File: src/rtl/mfp_uart_rx.sv
// 8N1 UART receiver: 2-FF input synchroniser, 16x oversampled mid-bit FSM,
// show-ahead receive FIFO and sticky framing/overrun status flags.
module mfp_uart_rx #(
    parameter int OVS_DIV    = 27,
    parameter int FIFO_DEPTH = 4
) (
    input  logic                          HCLK,
    input  logic                          HRESET,
    input  logic                          rx_in,
    input  logic                          rd_en,
    input  logic                          err_clr,
    output logic [7:0]                    rx_data,
    output logic                          rx_valid,
    output logic [$clog2(FIFO_DEPTH):0]   rx_count,
    output logic                          rx_busy,
    output logic                          frame_err,
    output logic                          overrun
);

    localparam int AW = $clog2(FIFO_DEPTH);
    localparam int CW = AW + 1;
    localparam int DW = (OVS_DIV > 1) ? $clog2(OVS_DIV) : 1;

    typedef enum logic [2:0] {
        S_IDLE,
        S_START,
        S_DATA,
        S_STOP,
        S_BREAK
    } state_e;

    logic          sync_q, rx_s_q;
    logic [DW-1:0] div_q;
    logic          tick;

    state_e        state_q, state_d;
    logic [3:0]    sc_q, sc_d;
    logic [2:0]    bi_q, bi_d;
    logic [7:0]    shift_q, shift_d;
    logic          push, frame_set;

    logic [7:0]    mem_q [FIFO_DEPTH];
    logic [AW-1:0] wr_ptr_q, rd_ptr_q;
    logic [CW-1:0] count_q;
    logic [7:0]    last_q;
    logic          full, pop, push_ok;
    logic          frame_err_q, overrun_q;

    assign tick = (div_q == DW'(OVS_DIV - 1));

    // Synchroniser and tick divider; the line idles high, so the sync stages reset to 1.
    always_ff @(posedge HCLK) begin
        if (HRESET) begin
            sync_q <= 1'b1;
            rx_s_q <= 1'b1;
            div_q  <= '0;
        end else begin
            sync_q <= rx_in;
            rx_s_q <= sync_q;
            div_q  <= tick ? '0 : div_q + DW'(1);
        end
    end

    always_ff @(posedge HCLK) begin
        if (HRESET) begin
            state_q <= S_IDLE;
            sc_q    <= '0;
            bi_q    <= '0;
            shift_q <= '0;
        end else begin
            state_q <= state_d;
            sc_q    <= sc_d;
            bi_q    <= bi_d;
            shift_q <= shift_d;
        end
    end

    // NOTE: every next-state variable is defaulted first so no path can infer a latch.
    always_comb begin
        state_d   = state_q;
        sc_d      = sc_q;
        bi_d      = bi_q;
        shift_d   = shift_q;
        push      = 1'b0;
        frame_set = 1'b0;
        if (tick) begin
            case (state_q)
                S_IDLE: begin
                    if (!rx_s_q) begin
                        state_d = S_START;
                        sc_d    = '0;
                    end
                end
                S_START: begin
                    if (sc_q == 4'd7) begin
                        if (rx_s_q) begin
                            state_d = S_IDLE;
                        end else begin
                            sc_d    = '0;
                            bi_d    = '0;
                            state_d = S_DATA;
                        end
                    end else begin
                        sc_d = sc_q + 4'd1;
                    end
                end
                S_DATA: begin
                    sc_d = sc_q + 4'd1;
                    if (sc_q == 4'd15) begin
                        shift_d = {rx_s_q, shift_q[7:1]};
                        bi_d    = bi_q + 3'd1;
                        if (bi_q == 3'd7) state_d = S_STOP;
                    end
                end
                S_STOP: begin
                    sc_d = sc_q + 4'd1;
                    if (sc_q == 4'd15) begin
                        if (rx_s_q) begin
                            push    = 1'b1;
                            state_d = S_IDLE;
                        end else begin
                            frame_set = 1'b1;
                            state_d   = S_BREAK;
                        end
                    end
                end
                S_BREAK: begin
                    if (rx_s_q) state_d = S_IDLE;
                end
                default: state_d = S_IDLE;
            endcase
        end
    end

    assign full    = (count_q == CW'(FIFO_DEPTH));
    assign pop     = rd_en && (count_q != '0);
    assign push_ok = push && (!full || pop);

    // NOTE: FIFO storage has no reset; validity is tracked by count_q alone.
    always_ff @(posedge HCLK) begin
        if (push_ok) mem_q[wr_ptr_q] <= shift_q;
    end

    always_ff @(posedge HCLK) begin
        if (HRESET) begin
            wr_ptr_q    <= '0;
            rd_ptr_q    <= '0;
            count_q     <= '0;
            last_q      <= '0;
            frame_err_q <= 1'b0;
            overrun_q   <= 1'b0;
        end else begin
            if (push_ok) wr_ptr_q <= wr_ptr_q + AW'(1);
            if (pop) begin
                rd_ptr_q <= rd_ptr_q + AW'(1);
                last_q   <= mem_q[rd_ptr_q];
            end
            count_q <= count_q + CW'(push_ok) - CW'(pop);
            // Set events take priority over a simultaneous clear.
            if (frame_set)                 frame_err_q <= 1'b1;
            else if (err_clr)              frame_err_q <= 1'b0;
            if (push && full && !pop)      overrun_q   <= 1'b1;
            else if (err_clr)              overrun_q   <= 1'b0;
        end
    end

    // When empty, the most recently popped byte stays visible.
    assign rx_data   = (count_q != '0) ? mem_q[rd_ptr_q] : last_q;
    assign rx_valid  = (count_q != '0);
    assign rx_count  = count_q;
    assign rx_busy   = (state_q != S_IDLE);
    assign frame_err = frame_err_q;
    assign overrun   = overrun_q;

endmodule

File: config.mk
export PLATFORM = sky130hd
export DESIGN_NAME = mfp_uart_rx
export DESIGN_NICKNAME = d
export VERILOG_FILES = /design/src/rtl/mfp_uart_rx.sv
export SDC_FILE = /design/constraint.sdc
export NUM_CORES = 1
export LEC_CHECK = 0
export ABC_AREA = 1
export BUFFER_PORTS_ARGS = -buffer_cell sky130_fd_sc_hd__clkbuf_2
export CELL_PAD_IN_SITES_DETAIL_PLACEMENT = 0
export CELL_PAD_IN_SITES_GLOBAL_PLACEMENT = 1
export CORE_ASPECT_RATIO = 0.7
export CORE_MARGIN = 4
export CORE_UTILIZATION = 45
export CTS_CLUSTER_DIAMETER = 30
export DETAILED_ROUTE_END_ITERATION = 8
export PLACE_DENSITY_LB_ADDON = 0.12
export SYNTH_ARGS = -nofsm -noshare
export SYNTH_HDL_FRONTEND = slang
export SYNTH_SLANG_ARGS = --single-unit
File: constraint.sdc
create_clock -name HCLK -period 2.94 [get_ports HCLK]
set_input_delay 0.588 -clock HCLK [delete_from_list [all_inputs] [get_ports HCLK]]
set_output_delay 0.588 -clock HCLK [all_outputs]
set_load 0.05 [all_outputs]
# Word-level counts from Yosys, hierarchy flattened
# Memory sizes are Yosys's and may differ from the RTL's. A register that Yosys moved wholly into a read port is not among the register bits.
# Index checks and enable logic that the tools add are counted.
# classes
mux	32
eq_ne	16
n_reduce_logical	20
addsub	7
# op_table
op	count
3-bit 2-to-1 mux	10
3-bit one-hot mux with 5 select lines	1
2-bit != test (second input constant)	7
1-bit 2-to-1 mux	13
4-bit one-hot mux with 3 select lines	1
3-bit == test (second input constant)	3
3-bit nonzero test	3
4-bit 2-to-1 mux	2
8-bit 2-to-1 mux	1
7-bit AND reduction	1
3-bit by 2-bit == test with 1-bit output (second input constant)	2
2-bit 2-to-1 mux	3
3-bit one-hot mux with 2 select lines	1
2-bit nonzero test	3
5-bit by 1-bit adder with 5-bit output (second input constant)	1
5-bit == test (second input constant)	1
5-bit AND reduction	1
2-bit by 1-bit adder with 2-bit output (second input constant)	2
4-bit by 1-bit adder with 4-bit output (second input constant)	1
4-bit by 3-bit == test with 1-bit output (second input constant)	1
4-bit == test (second input constant)	1
1-bit logical AND	4
2-bit OR reduction	2
3-bit by 1-bit adder with 3-bit output	1
other kinds (8)	9
# word_totals
elab_cells	89
regBits	42
output_inout_bits	15
memories	1
ramBits	32
# mem_list
name	words	width	read_ports	rd_ports_with_merged_regs	wr	line	rtl
mem_q	4	8	1	1	1	42	logic [7:0] mem_q [FIFO_DEPTH];

# Depth between registers and ports, before layout
# Gate-level depths: netlist (run 1).
# depth
word_depth	7
depth_mapped	13
depth_no_buf	13

# Least setup slack after synthesis (run 1)
# Ideal clock, no wire load.
# synth_timing
path_type	register to output
from	register count_q[1], in the netlist rx_count[1]
to	output port rx_data[6]
t_arrival_ps	2213
required_ps	2352
setup_slack_ps	139
path_stages_with_launch	4
cell_sequence	dfxtp_1 -> nor3_4 -> clkbuf_1 -> o21ai_0
# synth_between
elab_chain_len	2
# synth_rtl
item	line	rtl
from (decl)	44	logic [CW-1:0] count_q;
from (signal assigned)	158	count_q <= count_q + CW'(push_ok) - CW'(pop);
3-bit nonzero test	168	assign rx_data = (count_q != '0) ? mem_q[rd_ptr_q] : last_q;
8-bit 2-to-1 mux	168	
to (decl)	12	output logic [7:0] rx_data,
# Every way passes these cells.

==> results of run 1 <==
==> cell usage in the layout, fill, tap and decap left out, types with 3 or more instances in the layout <==
| cell type | Yosys | layout |
|---|---|---|
| nor2_1 | 48 | 48 |
| buf_4 | 0 | 8 |
| inv_1 | 36 | 36 |
| nor2_2 | 4 | 4 |
| edfxtp_1 | 32 | 32 |
| o22ai_1 | 8 | 8 |
| nand2_1 | 66 | 66 |
| dfxtp_1 | 44 | 44 |
| clkbuf_2 | 1 | 19 |
| inv_6 | 0 | 4 |
| a21oi_1 | 26 | 26 |
| inv_2 | 3 | 3 |
| ha_1 | 11 | 11 |
| o21ai_0 | 37 | 37 |
| clkbuf_8 | 0 | 9 |
| nand3_1 | 12 | 12 |
| nand4_1 | 4 | 4 |
| nand2_2 | 4 | 4 |
==> path summary, 6_finish.rpt <==
kind / endpoint / slack, ns / depth (start not counted)
max: rx_data[7] / 0.28 / 6
min: sync_q / 0.41 / 2
max reg2reg: rx_count[2] / 0.44 / 13
min reg2reg: rx_s_q / 0.42 / 1
==> metal layers <==
metal | GRT usage [%] | up-vias | wire length, um
li1 | - | 1269 | -
met2 | 22.0 | 65 | 2590
met5 | 0 | - | 0
met4 | 6.97 | 0 | 97
met1 | 26.4 | 1130 | 3580
met3 | 5.50 | 9 | 446
==> Yosys cell counts, types with 3 or more instances <==
cell / number / area (um^2)
o21ai_0: 37 / 185
nand2_1: 66 / 248
a21oi_1: 26 / 130
nand2_2: 4 / 25.0
buf_2: 4 / 20.0
o22ai_1: 8 / 50.1
dfxtp_1: 44 / 881
nand4_1: 4 / 25.0
clkbuf_1: 4 / 15.0
nand3_1: 12 / 60.1
edfxtp_1: 32 / 961
ha_1: 11 / 138
nor2_2: 4 / 25.0
nor2_1: 48 / 180
inv_2: 3 / 11.3
inv_1: 36 / 135
==> power groups by stage <==
stage	combinational, W	clock, W	sequential (W)
4_1_cts	0.000998	0.000847	0.00124
6_report	0.000992	0.000818	0.00124
2_1_floorplan	0.000709	0	0.00131
3_5_place_dp	0.000995	0	0.00126
3_3_place_gp	0.000992	0	0.00126
5_1_grt	0.00109	0.000895	0.00125
==> area by class of cell <==
cell class              instances  area [um^2]
repair buffers                 27          155
multi-input cells             239         1250
fillers                       662         3190
flip-flops and latches         76         1840
well taps                      94          118
clock inverters                 7         80.1
inverters                      40          151
clock buffers                   9          124
==> flip-flops by register name, summed over array words and instances (netlist names), named ones only <==
signal / cells
state_q: 3
rx_count: 3
overrun: 1
shift_q: 8
rx_s_q: 1
last_q: 8
mem_q: 32
sc_q: 4
sync_q: 1
rd_ptr_q: 2
wr_ptr_q: 2
div_q: 5
frame_err: 1
bi_q: 3
==> cells by family after synthesis <==
family,Yosys count,share of synthesized area (%)
fa+ha+maj,12,4.80
flops,76,56.1
xor+xnor,3,0.801
simple gates,148,20.3
compound gates,76,12.2
buf+inv,49,5.83
==> worst reg2reg max path, stage by stage, from the launching register on <==
cell and delay [ns]:
dfxtp_1 0.34, inv_1 0.06, ha_1 0.15, nand4_1 0.26, nor2_4 0.26, nand4_4 0.17
ha_1 0.33, inv_1 0.06, ha_1 0.13, inv_1 0.05, fa_1 0.35, inv_1 0.07
o21ai_0 0.08, a21oi_1 0.14
==> through the flow <==
stage	setup slack, ns	instance area, um^2	cells	hold WS [ns]
final	0.284	3720	492	0.409
after floorplan	0.139	3280	364	0.389
after CTS	0.276	3720	492	0.388
after global placement	0.561	3510	476	0.392
after detailed placement	0.482	3510	476	0.403
after global routing	0.0679	3720	492	0.398
==> results.yml, run 1 <==
status:
  status: "completed"
detailed_routing:
  viasPerCell: 5.03
  first_pass_iters: 5
  drc_errors: 0
  wirelength_mm: 6.71
  drt_iter0_markers: 179
  post_drt_wl_per_cell_um: 13.6
  ant_nets: 0
  vias: 2473
cells_and_area:
  area_growth_pct: 13.3
  drive_gt1_share_pct: 15.6
  fin_util_pct: 53.8
  layout.nets: 410
  antenna_cells: 0
placed_design:
  dp_hpwl_mm: 4.78
  gp_congestion: 0.793
  port_buffers: 19
clock_tree:
  hold_buffers: 0
  clk_pin_slew_worst_paths_ns: 0.09
  numCtsBuffers: 9
  cts_tree: "yes"
  cts_root_buffer: "clkbuf_8"
  cts_buffer_depth: 2
  cts_htree_levels: 3
  cts_setup_buffers: 0
  cts_resized: 0
  clkLatencyLatePin_ns: 0.35
  cts_sinks: 76
global_route:
  antenna_found_initial: 0
  grt_overflow: 0
  grtUsageTotal_pct: 17.3
  grt_max_degree: 22
  grt_pass1_wl_mm: 11.2
  grt_pass1_vias: 2226
timing:
  slew_violations: 0
  period_share_pct: 90.3
  final.setup.tns_ns: 0
  setup_viol: 0
  worstMarginPinSlew_ns: 0.585
  grt_setup_unrepaired: "no"
  fin_skew_ns: 0.0111
  max_freq_mhz: 377
  slew_headroom_pct: 60.9
  finalHoldViolCount: 0
  fin_crit_ns: 2.66
critical_path:
  crit_path_end_kind: "output pin"
  setup.worst_path.start_class: "flip-flop"
  critPathKind: "reg2out"
  crit_fanout: 16
  crit_slowest_cell: "dfxtp_1"
  crit_buf_inv: 3
  worst_ep_required_time_ns: 2.35
  crit_arrival_ns: 2.07
  reg2reg_from: "div_q[0]"
  path_cells: "inv_1 -> o21ai_0 -> o22ai_1 -> inv_1 -> o21ai_0 -> clkbuf_2"
  cp_top_family: "buffers and inverters"
  cpPeakStageDelay_ns: 0.38
min_path:
  hp-start: "rx_in"
  hp-class: "in2reg"
power_and_ir_drop:
  p_sw_share_pct: 40.6
  power_w: 0.00305
  p_comb_share_pct: 32.6
  p_int_w: 0.00181
  clockPowerShare_pct: 26.8
  power.density_mw_per_mm2: 819
  seqPwrFrac_pct: 40.6
  ir_drop_v: 0.000927
  p_leak_nw: 1.52
  p_switching_w: 0.00124
yosys:
  ys_warn_count: 0
  syn_area_per_cell_um2: 9.02
  synthesis.area_mm2: 0.00328
  synth_seq_cells: 76
  synthFlopType: "dfxtp_1"
  syn_inst: 364
  synth_cell_types: 34
  syn-num-nets: 381
  synth_edf_count: 32
  yosysSeqAreaShare_pct: 56.1
  ys_async_sr_fraction_pct: 0
flow_run:
  maxCapViolCount: 0
floorplan:
  die_x_um: 110
  dieArea_mm2: 0.00875
  num_rows: 25
  start_util_pct: 47.5
  core_area_mm2: 0.00691
  io-pin-count: 20
  die_h_um: 79.5
(Power assumes the default switching activity.)
==> run 2: changes to the inputs <==
--- a/config.mk
+++ b/config.mk
@@ -15,6 +15,7 @@
 export CTS_CLUSTER_DIAMETER = 30
 export DETAILED_ROUTE_END_ITERATION = 8
 export PLACE_DENSITY_LB_ADDON = 0.12
+export RECOVER_POWER = 50
 export SYNTH_ARGS = -nofsm -noshare
 export SYNTH_HDL_FRONTEND = slang
 export SYNTH_SLANG_ARGS = --single-unit
==> run 2 against run 1 <==
Net effect:
- sequential power barely moved
- non-clock buffer count did not move
- maximum frequency rose by 0.56%
- flip-flop and latch count did not move
- global-route usage did not move
- clock power barely moved
- critical path type unchanged
==> results.yml, run 2 (synthesized netlist as in run 1, its figures left out) <==
clock_tree:
  numCtsBuffers: 9
  cts_root_buffer: "clkbuf_8"
  cts_resized: 0
  clk_pin_slew_worst_paths_ns: 0.09
  cts_buffer_depth: 2
  cts_tree: "yes"
  cts_htree_levels: 3
  cts_setup_buffers: 0
  clkLatencyLatePin_ns: 0.35
  cts_sinks: 76
  hold_buffers: 0
global_route:
  antenna_found_initial: 0
  grtUsageTotal_pct: 17.3
  grt_max_degree: 22
  grt_pass1_vias: 2226
  grt_overflow: 0
  grt_pass1_wl_mm: 11.2
cells_and_area:
  final_common_cell: "nand2_1"
  drive_gt1_share_pct: 13.6
  final_area_mm2: 0.00370
  layout.nets: 410
  largest_register_ffs: 32
  fillers: 663
  antenna_cells: 0
  area_growth_pct: 12.8
  mostFrequentLayoutCells: "nand2_1 (67), nor2_1 (50), dfxtp_1 (44)"
  fin_util_pct: 53.5
  largest_registers: "mem_q x32, last_q x8, shift_q x8"
  regMostFlops: "mem_q"
detailed_routing:
  post_drt_wl_per_cell_um: 13.6
  drc_errors: 0
  vias: 2441
  first_pass_iters: 4
  viasPerCell: 4.96
  ant_nets: 0
  drt_iter0_markers: 156
  wirelength_mm: 6.70
timing:
  final.setup.tns_ns: 0
  fin_crit_ns: 2.64
  max_freq_mhz: 379
  setup_viol: 0
  slew_violations: 0
  period_share_pct: 89.8
  grt_setup_unrepaired: "no"
  fin_skew_ns: 0.0106
  slew_headroom_pct: 32.7
  worstMarginPinSlew_ns: 1.01
  finalHoldViolCount: 0
power_and_ir_drop:
  power_w: 0.00304
  p_leak_nw: 1.50
  power.density_mw_per_mm2: 821
  ir_drop_v: 0.000928
critical_path:
  crit_path_end_kind: "output pin"
  critPathKind: "reg2out"
  crit_arrival_ns: 2.05
  crit_fanout: 16
  setup.worst_path.start_class: "flip-flop"
  worst_ep_required_time_ns: 2.35
floorplan:
  num_rows: 25
  dieArea_mm2: 0.00875
  die_h_um: 79.5
  core_area_mm2: 0.00691
  io-pin-count: 20
  start_util_pct: 47.5
  die_x_um: 110
status:
  status: "completed"
min_path:
  hp-class: "in2reg"
flow_run:
  maxCapViolCount: 0
placed_design:
  dp_hpwl_mm: 4.78
  gp_congestion: 0.793
  port_buffers: 19
  placed_area_mm2: 0.00351
-- run 2: cell count changes in the layout (fill, tap and decap cells not counted), moves of 2 or more --
cell | previous run | this run
clkbuf_1 | 0 | 4
clkbuf_2 | 19 | 15
nor2_1 | 48 | 50
nor2_2 | 4 | 2
-- run 2: cell type report --
cell class,instances,area (um^2),share of cell area (%)
inverter,40,151,4.09
sequential,76,1840,49.8
timing repair buffer,27,150,4.06
multi-input combinational,239,1240,33.4
clock buffer,9,124,3.35
clock inverter,7,80.1,2.16
tap,94,118,3.18
-- run 2: per-layer routing --
layer  part of all wire [%]  global-route usage, %  up-vias
li1                       -                      -     1267
met1                     54                   26.4     1108
met2                     39                   22.0       61
met4                   0.79                   6.97        0
met5                      0                      0        -
met3                    5.8                   5.50        5
-- run 2: worst paths after layout --
kind	to	cells after the start	from	slack, ns
max	rx_data[7]	6	flip-flop	0.30
min	sync_q	2	rx_in	0.42
max reg2reg	rx_count[2]	12	sc_q[0]	0.38
min reg2reg	rx_s_q	1	sync_q	0.42
-- run 2: worst max-delay path: stages, from the launching register on --
cell and delay (ns):
dfxtp_1 0.38, inv_1 0.34, o21ai_0 0.13, o22ai_1 0.30, inv_1 0.10, o21ai_0 0.16
clkbuf_2 0.30
-- run 2: report_power, final --
group	switching, W	internal [W]
combinational	0.000749	0.000239
clock	0.000411	0.000404
sequential	0.0000725	0.00116
-- run 2: metrics by stage --
step,hold slack [ns],worst slack [ns],cells
floorplan,0.389,0.139,364
global placement,0.392,0.561,476
detailed placement,0.403,0.482,476
CTS,0.388,0.276,492
global route,0.398,0.0679,492
finish,0.415,0.299,492
==> run 3: changes to the inputs <==
--- a/config.mk
+++ b/config.mk
@@ -10,7 +10,7 @@
 export CELL_PAD_IN_SITES_DETAIL_PLACEMENT = 0
 export CELL_PAD_IN_SITES_GLOBAL_PLACEMENT = 1
 export CORE_ASPECT_RATIO = 0.7
-export CORE_MARGIN = 4
+export CORE_MARGIN = 5
 export CORE_UTILIZATION = 45
 export CTS_CLUSTER_DIAMETER = 30
 export DETAILED_ROUTE_END_ITERATION = 8
==> run 3 against run 2 <==
Net effect:
- critical path depth unchanged
- worst setup slack got worse by 0.058 ns
- cell count increased by 0.81%
- die area increased by 4.4%
- sequential power about the same
- combinational power about the same
- highest routed layer unchanged
- clock-buffer cell count increased by 3
- critical path type unchanged
- sequential share of layout area increased by 0.32 points
- routed wire length increased by 5.4%
- clock skew decreased by 0.0029 ns
- largest power group unchanged
- core utilization decreased by 2.4 points
==> results.yml, run 3 (synthesized netlist as in run 1, its figures left out) <==
status:
  status: "completed"
critical_path:
  cpPeakStageDelay_ns: 0.39
  crit_arrival_ns: 2.11
  worst_ep_required_time_ns: 2.35
  crit_buf_inv: 3
  crit_path_end_kind: "output pin"
  reg2reg_from: "sc_q[0]"
  critPathKind: "reg2out"
  cp_top_family: "buffers and inverters"
  crit_slowest_cell: "dfxtp_1"
  crit_fanout: 16
  path_cells: "inv_1 -> o21ai_0 -> o22ai_1 -> inv_1 -> o21ai_0 -> clkbuf_2"
  r2r_setup_slack_ns: 0.37
  setup.worst_path.start_class: "flip-flop"
placed_design:
  dp_hpwl_mm: 4.94
  port_buffers: 19
  gp_congestion: 0.806
  placed_cells: 480
min_path:
  hp-class: "reg2reg"
  hp-start: "sync_q"
detailed_routing:
  ant_nets: 0
  drt_iter0_markers: 151
  drc_errors: 0
  viasPerCell: 4.91
  post_drt_wl_per_cell_um: 14.2
  wirelength_mm: 7.06
  vias: 2433
  first_pass_iters: 5
cells_and_area:
  final_common_cell: "nand2_1"
  antenna_cells: 0
  layout.nets: 410
  drive_gt1_share_pct: 12.3
  regMostFlops: "mem_q"
  finalNonFillerCells: 496
  largest_register_ffs: 32
  largest_registers: "mem_q x32, last_q x8, shift_q x8"
  area_growth_pct: 12.0
  fin_util_pct: 51.1
  mostFrequentLayoutCells: "nand2_1 (68), nor2_1 (50), dfxtp_1 (44)"
clock_tree:
  clkLatencyLatePin_ns: 0.34
  cts_setup_buffers: 0
  numCtsBuffers: 9
  cts_tree: "yes"
  hold_buffers: 0
  clk_pin_slew_worst_paths_ns: 0.08
  cts_resized: 0
  cts_sinks: 76
  cts_root_buffer: "clkbuf_8"
  cts_buffer_depth: 2
  cts_htree_levels: 3
power_and_ir_drop:
  power_w: 0.00297
  ir_drop_v: 0.00105
  power.density_mw_per_mm2: 807
  p_leak_nw: 1.50
timing:
  finalHoldViolCount: 0
  slew_headroom_pct: 27.9
  final.setup.tns_ns: 0
  period_share_pct: 91.8
  grt_setup_unrepaired: "no"
  fin_skew_ns: 0.00770
  slew_violations: 0
  setup_viol: 0
  max_freq_mhz: 371
  worstMarginPinSlew_ns: 1.08
  fin_crit_ns: 2.70
global_route:
  grt_overflow: 0
  grt_max_degree: 21
  grt_pass1_wl_mm: 12.0
  grt_pass1_vias: 2278
  grtUsageTotal_pct: 17.3
  antenna_found_initial: 0
floorplan:
  die_h_um: 81.5
  io-pin-count: 20
  die_x_um: 112
  num_rows: 26
  core_area_mm2: 0.00719
  dieArea_mm2: 0.00913
  start_util_pct: 45.6
flow_run:
  maxCapViolCount: 0
run 3: cell types whose count changed in the layout (fill, tap and decap cells not counted), moves of 3 or more:
cell	change
clkbuf_1	+4
clkinv_2	+4
inv_6	-4
buf_4	-3
run 3: final timing paths:
path / to / cells past startpoint
worst max-delay path: rx_data[6] / 6
worst min-delay path: rx_s_q / 1
worst max register to register: rx_count[2] / 12
worst min register to register: rx_s_q / 1
run 3: area by class of cell:
class / count / area [um^2]
fill: 679 / 3510
timing repair buffer: 27 / 139
tap: 98 / 123
clock inverter: 4 / 22.5
clock buffer: 12 / 166
sequential: 76 / 1840
inverter: 40 / 151
multi-input combinational: 239 / 1230
run 3: per-stage QoR:
step                instance area (um^2)  setup WS, ns  hold WS [ns]
detailed placement                  3520         0.447         0.393
CTS                                 3710         0.259         0.412
global route                        3680        0.0648         0.419
finish                              3680         0.241         0.410
global placement                    3520         0.486         0.393
floorplan                           3280         0.139         0.389
run 3: metal layers:
layer  share of wire [%]  track usage, %  up-vias
met3                 7.0            4.20        7
met2                  37            22.2       55
met1                  55            28.0     1099
met5                   0               0        -
met4                0.82            4.68        0
li1                    -               -     1272
run 3: worst reg2reg max path, cell delays in order (launching register included):
cell,delay [ns]
dfxtp_1,0.40
ha_1,0.26
nand3_1,0.22
nor2_4,0.25
nand4_4,0.17
ha_1,0.35
inv_1,0.06
ha_1,0.12
inv_1,0.05
fa_1,0.35
inv_1,0.07
o21ai_0,0.08
a21oi_1,0.14
run 3: where the power goes:
part | total (W) | internal, W | leakage [nW] | switching (W)
Combinational | 0.000985 | 0.000223 | 0.749 | 0.000762
Sequential | 0.00124 | 0.00116 | 0.655 | 0.0000737
Clock | 0.000745 | 0.000377 | 0.0973 | 0.000368
Total | 0.00297 | 0.00176 | 1.50 | 0.00120
